[src/rtl/pll_lock_detect.sv]
// pll_lock_detect: refclk-domain PLL frequency monitor with hysteretic lock flag.
// Optional build macro CANARY_LOCK_FREQ_ERR_EN adds the signed freq_err register.
module pll_lock_detect #(
    parameter int CW         = 16,
    parameter int WINDOW     = 64,
    parameter int TOL        = 4,
    parameter int LOCK_CNT   = 4,
    parameter int UNLOCK_CNT = 2
) (
    input  logic          refclk,
    input  logic          reset,
    input  logic          enable,
    input  logic [7:0]    divn,
    input  logic [CW-1:0] pclk_cnt_gray,
    output logic [CW-1:0] freq_count,
    output logic          count_valid,
    output logic          locked,
    output logic          lost_lock,
    output logic [CW-1:0] freq_err
);
    localparam int WW = $clog2(WINDOW);
    localparam int GW = $clog2(LOCK_CNT + 1);
    localparam int BW = $clog2(UNLOCK_CNT + 1);

    typedef enum logic [1:0] {IDLE, PRIME, MEASURE, LOCKED} state_t;

    state_t        state_q, state_d;
    logic [CW-1:0] sync1_q, sync1_d, sync2_q, sync2_d, cur_bin_q, cur_bin_d;
    logic [CW-1:0] prev_q, prev_d, freq_count_q, freq_count_d;
    logic [WW-1:0] win_q, win_d;
    logic [7:0]    divn_q, divn_d;
    logic [GW-1:0] good_q, good_d;
    logic [BW-1:0] bad_q, bad_d;
    logic          count_valid_q, count_valid_d, locked_q, locked_d, lost_lock_q, lost_lock_d;
    logic [CW-1:0] delta, diff, abs_err;
    logic          we, good, retarget;
`ifdef CANARY_LOCK_FREQ_ERR_EN
    logic [CW-1:0] freq_err_q, freq_err_d;
`endif

    // Window arithmetic: modular delta absorbs Gray counter wrap through zero.
    always_comb begin
        we       = win_q == WW'(WINDOW - 1);
        delta    = cur_bin_q - prev_q;
        diff     = delta - CW'(divn_q) * CW'(WINDOW);
        abs_err  = diff[CW-1] ? -diff : diff;
        good     = abs_err <= CW'(TOL);
        retarget = (state_q == MEASURE || state_q == LOCKED) && divn != divn_q;
    end

    // Synchronizer, Gray decode, window counter and lock FSM next state.
    always_comb begin
        sync1_d       = pclk_cnt_gray;
        sync2_d       = sync1_q;
        cur_bin_d     = '0;
        for (int i = 0; i < CW; i++) cur_bin_d[i] = ^(sync2_q >> i);
        state_d       = state_q;
        win_d         = '0;
        prev_d        = prev_q;
        divn_d        = divn_q;
        good_d        = good_q;
        bad_d         = bad_q;
        freq_count_d  = freq_count_q;
        count_valid_d = 1'b0;
        locked_d      = locked_q;
        lost_lock_d   = 1'b0;
`ifdef CANARY_LOCK_FREQ_ERR_EN
        freq_err_d    = freq_err_q;
`endif
        if (!enable) begin
            state_d  = IDLE;
            locked_d = 1'b0;
            good_d   = '0;
            bad_d    = '0;
        end else if (state_q == IDLE || retarget) begin
            state_d  = PRIME;
            divn_d   = divn;
            locked_d = 1'b0;
            good_d   = '0;
            bad_d    = '0;
        end else begin
            win_d = we ? '0 : win_q + 1'b1;
            if (state_q == PRIME) begin
                divn_d = divn;
                if (we) begin
                    prev_d  = cur_bin_q;
                    state_d = MEASURE;
                end
            end else if (we) begin
                prev_d        = cur_bin_q;
                freq_count_d  = delta;
                count_valid_d = 1'b1;
`ifdef CANARY_LOCK_FREQ_ERR_EN
                freq_err_d    = diff;
`endif
                if (state_q == MEASURE) begin
                    good_d = good ? good_q + 1'b1 : '0;
                    bad_d  = '0;
                    if (good && good_q == GW'(LOCK_CNT - 1)) begin
                        state_d  = LOCKED;
                        locked_d = 1'b1;
                        good_d   = '0;
                    end
                end else begin
                    bad_d = good ? '0 : bad_q + 1'b1;
                    if (!good && bad_q == BW'(UNLOCK_CNT - 1)) begin
                        state_d     = MEASURE;
                        locked_d    = 1'b0;
                        lost_lock_d = 1'b1;
                        good_d      = '0;
                        bad_d       = '0;
                    end
                end
            end
        end
    end

    // State register with asynchronous reset.
    always_ff @(posedge refclk or posedge reset) begin
        if (reset) begin
            state_q       <= IDLE;
            sync1_q       <= '0;
            sync2_q       <= '0;
            cur_bin_q     <= '0;
            prev_q        <= '0;
            win_q         <= '0;
            divn_q        <= '0;
            good_q        <= '0;
            bad_q         <= '0;
            freq_count_q  <= '0;
            count_valid_q <= 1'b0;
            locked_q      <= 1'b0;
            lost_lock_q   <= 1'b0;
        end else begin
            state_q       <= state_d;
            sync1_q       <= sync1_d;
            sync2_q       <= sync2_d;
            cur_bin_q     <= cur_bin_d;
            prev_q        <= prev_d;
            win_q         <= win_d;
            divn_q        <= divn_d;
            good_q        <= good_d;
            bad_q         <= bad_d;
            freq_count_q  <= freq_count_d;
            count_valid_q <= count_valid_d;
            locked_q      <= locked_d;
            lost_lock_q   <= lost_lock_d;
        end
    end

`ifdef CANARY_LOCK_FREQ_ERR_EN
    // Signed frequency error, refreshed with each count_valid.
    always_ff @(posedge refclk or posedge reset) begin
        if (reset) freq_err_q <= '0;
        else       freq_err_q <= freq_err_d;
    end

    assign freq_err = freq_err_q;
`else
    assign freq_err = '0;
`endif

    assign freq_count  = freq_count_q;
    assign count_valid = count_valid_q;
    assign locked      = locked_q;
    assign lost_lock   = lost_lock_q;
endmodule

[config.mk]
export PLATFORM = sky130hd
export DESIGN_NAME = pll_lock_detect
export DESIGN_NICKNAME = d
export VERILOG_FILES = /design/src/rtl/pll_lock_detect.sv
export SDC_FILE = /design/constraint.sdc
export NUM_CORES = 1
export LEC_CHECK = 0
export CAP_MARGIN = 20
export CORE_UTILIZATION = 50
export CTS_BUF_LIST = sky130_fd_sc_hd__clkbuf_4 sky130_fd_sc_hd__clkbuf_8
export CTS_CLUSTER_DIAMETER = 50
export CTS_CLUSTER_SIZE = 16
export DETAILED_ROUTE_END_ITERATION = 8
export PLACE_DENSITY = 0.84
export SLEW_MARGIN = 10
export SYNTH_ARGS = -nofsm -noshare
export SYNTH_HDL_FRONTEND = slang
export SYNTH_SLANG_ARGS = --single-unit
[constraint.sdc]
create_clock -name refclk -period 5 [get_ports refclk]
set_input_delay 0.75 -clock refclk [delete_from_list [all_inputs] [get_ports refclk]]
set_output_delay 0.75 -clock refclk [all_outputs]
set_load 0.1 [all_outputs]
==> results.toml <==
[synth]
netlist_instances = 532
synth_fa_ha_area_share_pct = 7.270
synthMuxAreaShare_pct = 5.035
synth_simple_gate_area_share_pct = 13.37
synthTopCellsByArea = "dfrtp_1 47%, ha_1 6.5%, mux2_2 4.7%"
ys_types = 65
yosysWarnings = 0
ys_ff_latch = 104
synth_top_area_cell = "dfrtp_1"
synth_edf_count = 0
synth-main-ff-cell = "dfrtp_1"
syn_area_um2 = 5542
synthArstFlopShare_pct = 100.0
avgSynthCellArea_um2 = 10.42
synth_xor_xnor_area_share_pct = 7.519
synth_top_family_by_area = "compound AO/OA/AOI/OAI gates"
ys_seq_area_share_pct = 46.96
synth_compound_area_share_pct = 14.00
synth.top_cell.area_share_pct = 46.96

[die]
rows = 38
ios = 62
die_area_um2 = 11510
start_util_pct = 51.12
die_width_um = 107.3
fp.coreArea_um2 = 10840
chipHeight_um = 107.3

[clock_network]
cts_tree = "yes"
clk_pin_slew_ps = 100
cts_buffers = 9
cts.sinks = 104
clk_latency_ps = 370
cts_buffer_depth = 2
cts_htree_levels = 3
cts_root_buf = "clkbuf_8"
cts_hold_buffers = 0

[detailed_routing]
postRouteAntennaNets = 0
drc = 0
vias = 4051
wl_per_cell_um = 14.99
drt_wl_total_mm = 11.12
first_pass_iters = 4
drtIter0Drc = 248
viasPerCell = 5.460

[pwr]
ir_drop_mv = 0.2916
leakage_uw = 0.002930
p_per_area_nw_per_um2 = 556.7
power_uw = 3704

[placement]
port-buffer-count = 45
dp_cells = 717
dp_slack_ps = -148.4
gp_congestion = 0.8839
dpl.hpwl_mm = 7.957

[timing]
skew_ps = 14.09
maxSlewViolCount = 0
period_minus_slack_ps = 4844
setup_slack_ps = 156.3
final-setup-viol-count = 0
hold_viol = 0
fin_crit_sh_pct = 96.87
slew_headroom_pct = 33.84
fmax_mhz = 206.5
tightest_slew_ps = 989.3
finalSetupTns_ps = 0

[global_routing]
grt_pass1_vias = 3878
grt_max_degree = 75
grt.overflow.total = 0
grt_pass1_wl_mm = 17.99
grtUsageTotal_pct = 20.15
antenna_found_initial = 0

[layout]
final_common_cell = "dfrtp_1"
multi_input_area_um2 = 2940
fillers = 874
layout-area-overhead-vs-synth_pct = 20.07
seq_area_um2 = 2603
num-nets-final = 655
drive_above_1_share_pct = 17.44
diodes = 0
final_cell_mix = "104 x dfrtp_1, 50 x nand2_1, 45 x clkdlybuf4s50_1"
instances_no_fill = 742

[worst_setup_path]
critPathRequiredTime_ps = 5290
setup.worst_path.start_class = "register"
end_kind = "register"
cp.arrival_ps = 5140
r2r_slack_ps = 160
path_max_fanout = 5
path_class = "register to register"

[run]
cap_viol_max_count = 0

[run_status]
outcome = "finished clean"

[hold_path]
hold_path.class = "register to register"
-- metal layers --
layer	vias to the layer above	GRT usage (%)	wire length [um]
li1	1948	-	-
met1	1977	24.48	4709
met2	107	34.75	5786
met3	19	3.995	412
met4	0	8.806	212
met5	-	0	0
-- per-stage QoR --
stage	area (um2)	util [%]	hold slack (ps)
after floorplan	5598	-	331.2
after global placement	6138	56.63	331.0
after detailed placement	6138	56.63	334.7
after CTS	6351	58.59	356.5
after global routing	6654	61.38	365.1
final	6654	61.38	354.8
-- report_power, final --
part	switching, uW	leakage [uW]	internal [uW]	total (uW)
clock network	291	0.0000849	194	484
logic	1270	0.00152	990	2260
registers	45.9	0.00132	914	960
-- critical path, stage by stage (launching register included) --
cell	delay, ps
dfrtp_1	430
ha_4	180
fa_2	390
nor2b_2	130
o31a_1	210
o21ai_1	90
nand2b_1	120
a21o_1	120
a21o_1	160
xor2_2	270
ha_4	260
nor2b_1	160
o21a_1	250
and3_1	200
o211a_1	260
nor2_2	140
o22a_1	160
buf_4	110
o22ai_2	70
o211ai_4	230
nor3b_4	80
buf_4	140
or4b_4	480
o22ai_1	140
-- cell families after synthesis --
logic type,after synthesis
flip-flops,104
AND/OR/NAND/NOR,143
buffers and inverters,69
AO/OA/AOI/OAI,114
other,1
XOR/XNOR,45
multiplexers,25
adder cells (fa/ha/maj),31
-- layout make-up --
cell class	instances	area share, %
clock buffer	10	1.974
clock inverter	6	0.7710
inverter	46	2.633
multi-input combinational	374	44.19
sequential	104	39.11
tap	140	2.633
timing repair buffer	62	8.687
-- final timing paths --
kind,from,to,cells after the start
setup / recovery,prev_q[0]$_DFFE_PP0P_,bad_q[1]$_DFFE_PP0P_,23
hold / removal,sync1_q[10]$_DFF_PP0_,sync2_q[10]$_DFF_PP0_,0
setup reg to reg,prev_q[0]$_DFFE_PP0P_,bad_q[1]$_DFFE_PP0P_,23
hold reg to reg,sync1_q[10]$_DFF_PP0_,sync2_q[10]$_DFF_PP0_,0
max in group asynchronous,reset,prev_q[0]$_DFFE_PP0P_,3
min in group asynchronous,reset,sync1_q[3]$_DFF_PP0_,2
-- sequential cells by signal, indices dropped and copies added, names as in the netlist --
register	count
divn_q	8
lost_lock	1
sync2_q	16
count_valid	1
win_q	6
bad_q	2
prev_q	16
locked	1
sync1_q	16
good_q	3
cur_bin_q	16
state_q	2
freq_count	16
-- synth_stat cells, drive strengths merged, types with 3 or more instances --
library cell / n
inv: 45
a32oi: 3
a21o: 8
nor3b: 7
nand4: 4
a31oi: 4
or2: 6
and3: 4
nor3: 6
a21boi: 4
o22a: 3
o21ai: 30
o21a: 6
mux2: 23
nor4: 6
ha: 29
o211a: 3
a211oi: 3
o31ai: 3
buf: 18
or3: 4
dfrtp: 104
o22ai: 7
xnor2: 26
nand2: 50
nor2b: 7
a21oi: 21
clkbuf: 5
xor2: 18
nand3: 11
nor2: 25
nand2b: 4
-- timing repair --
item	in CTS	in global routing
endpoints found under the setup margin	8	9
pin swaps	0	14
gates resized for setup	7	47
buffers inserted	0	9
gates cloned	0	0
endpoints found under the hold margin	0	0
Note: power is estimated with default switching activity, not from simulation.
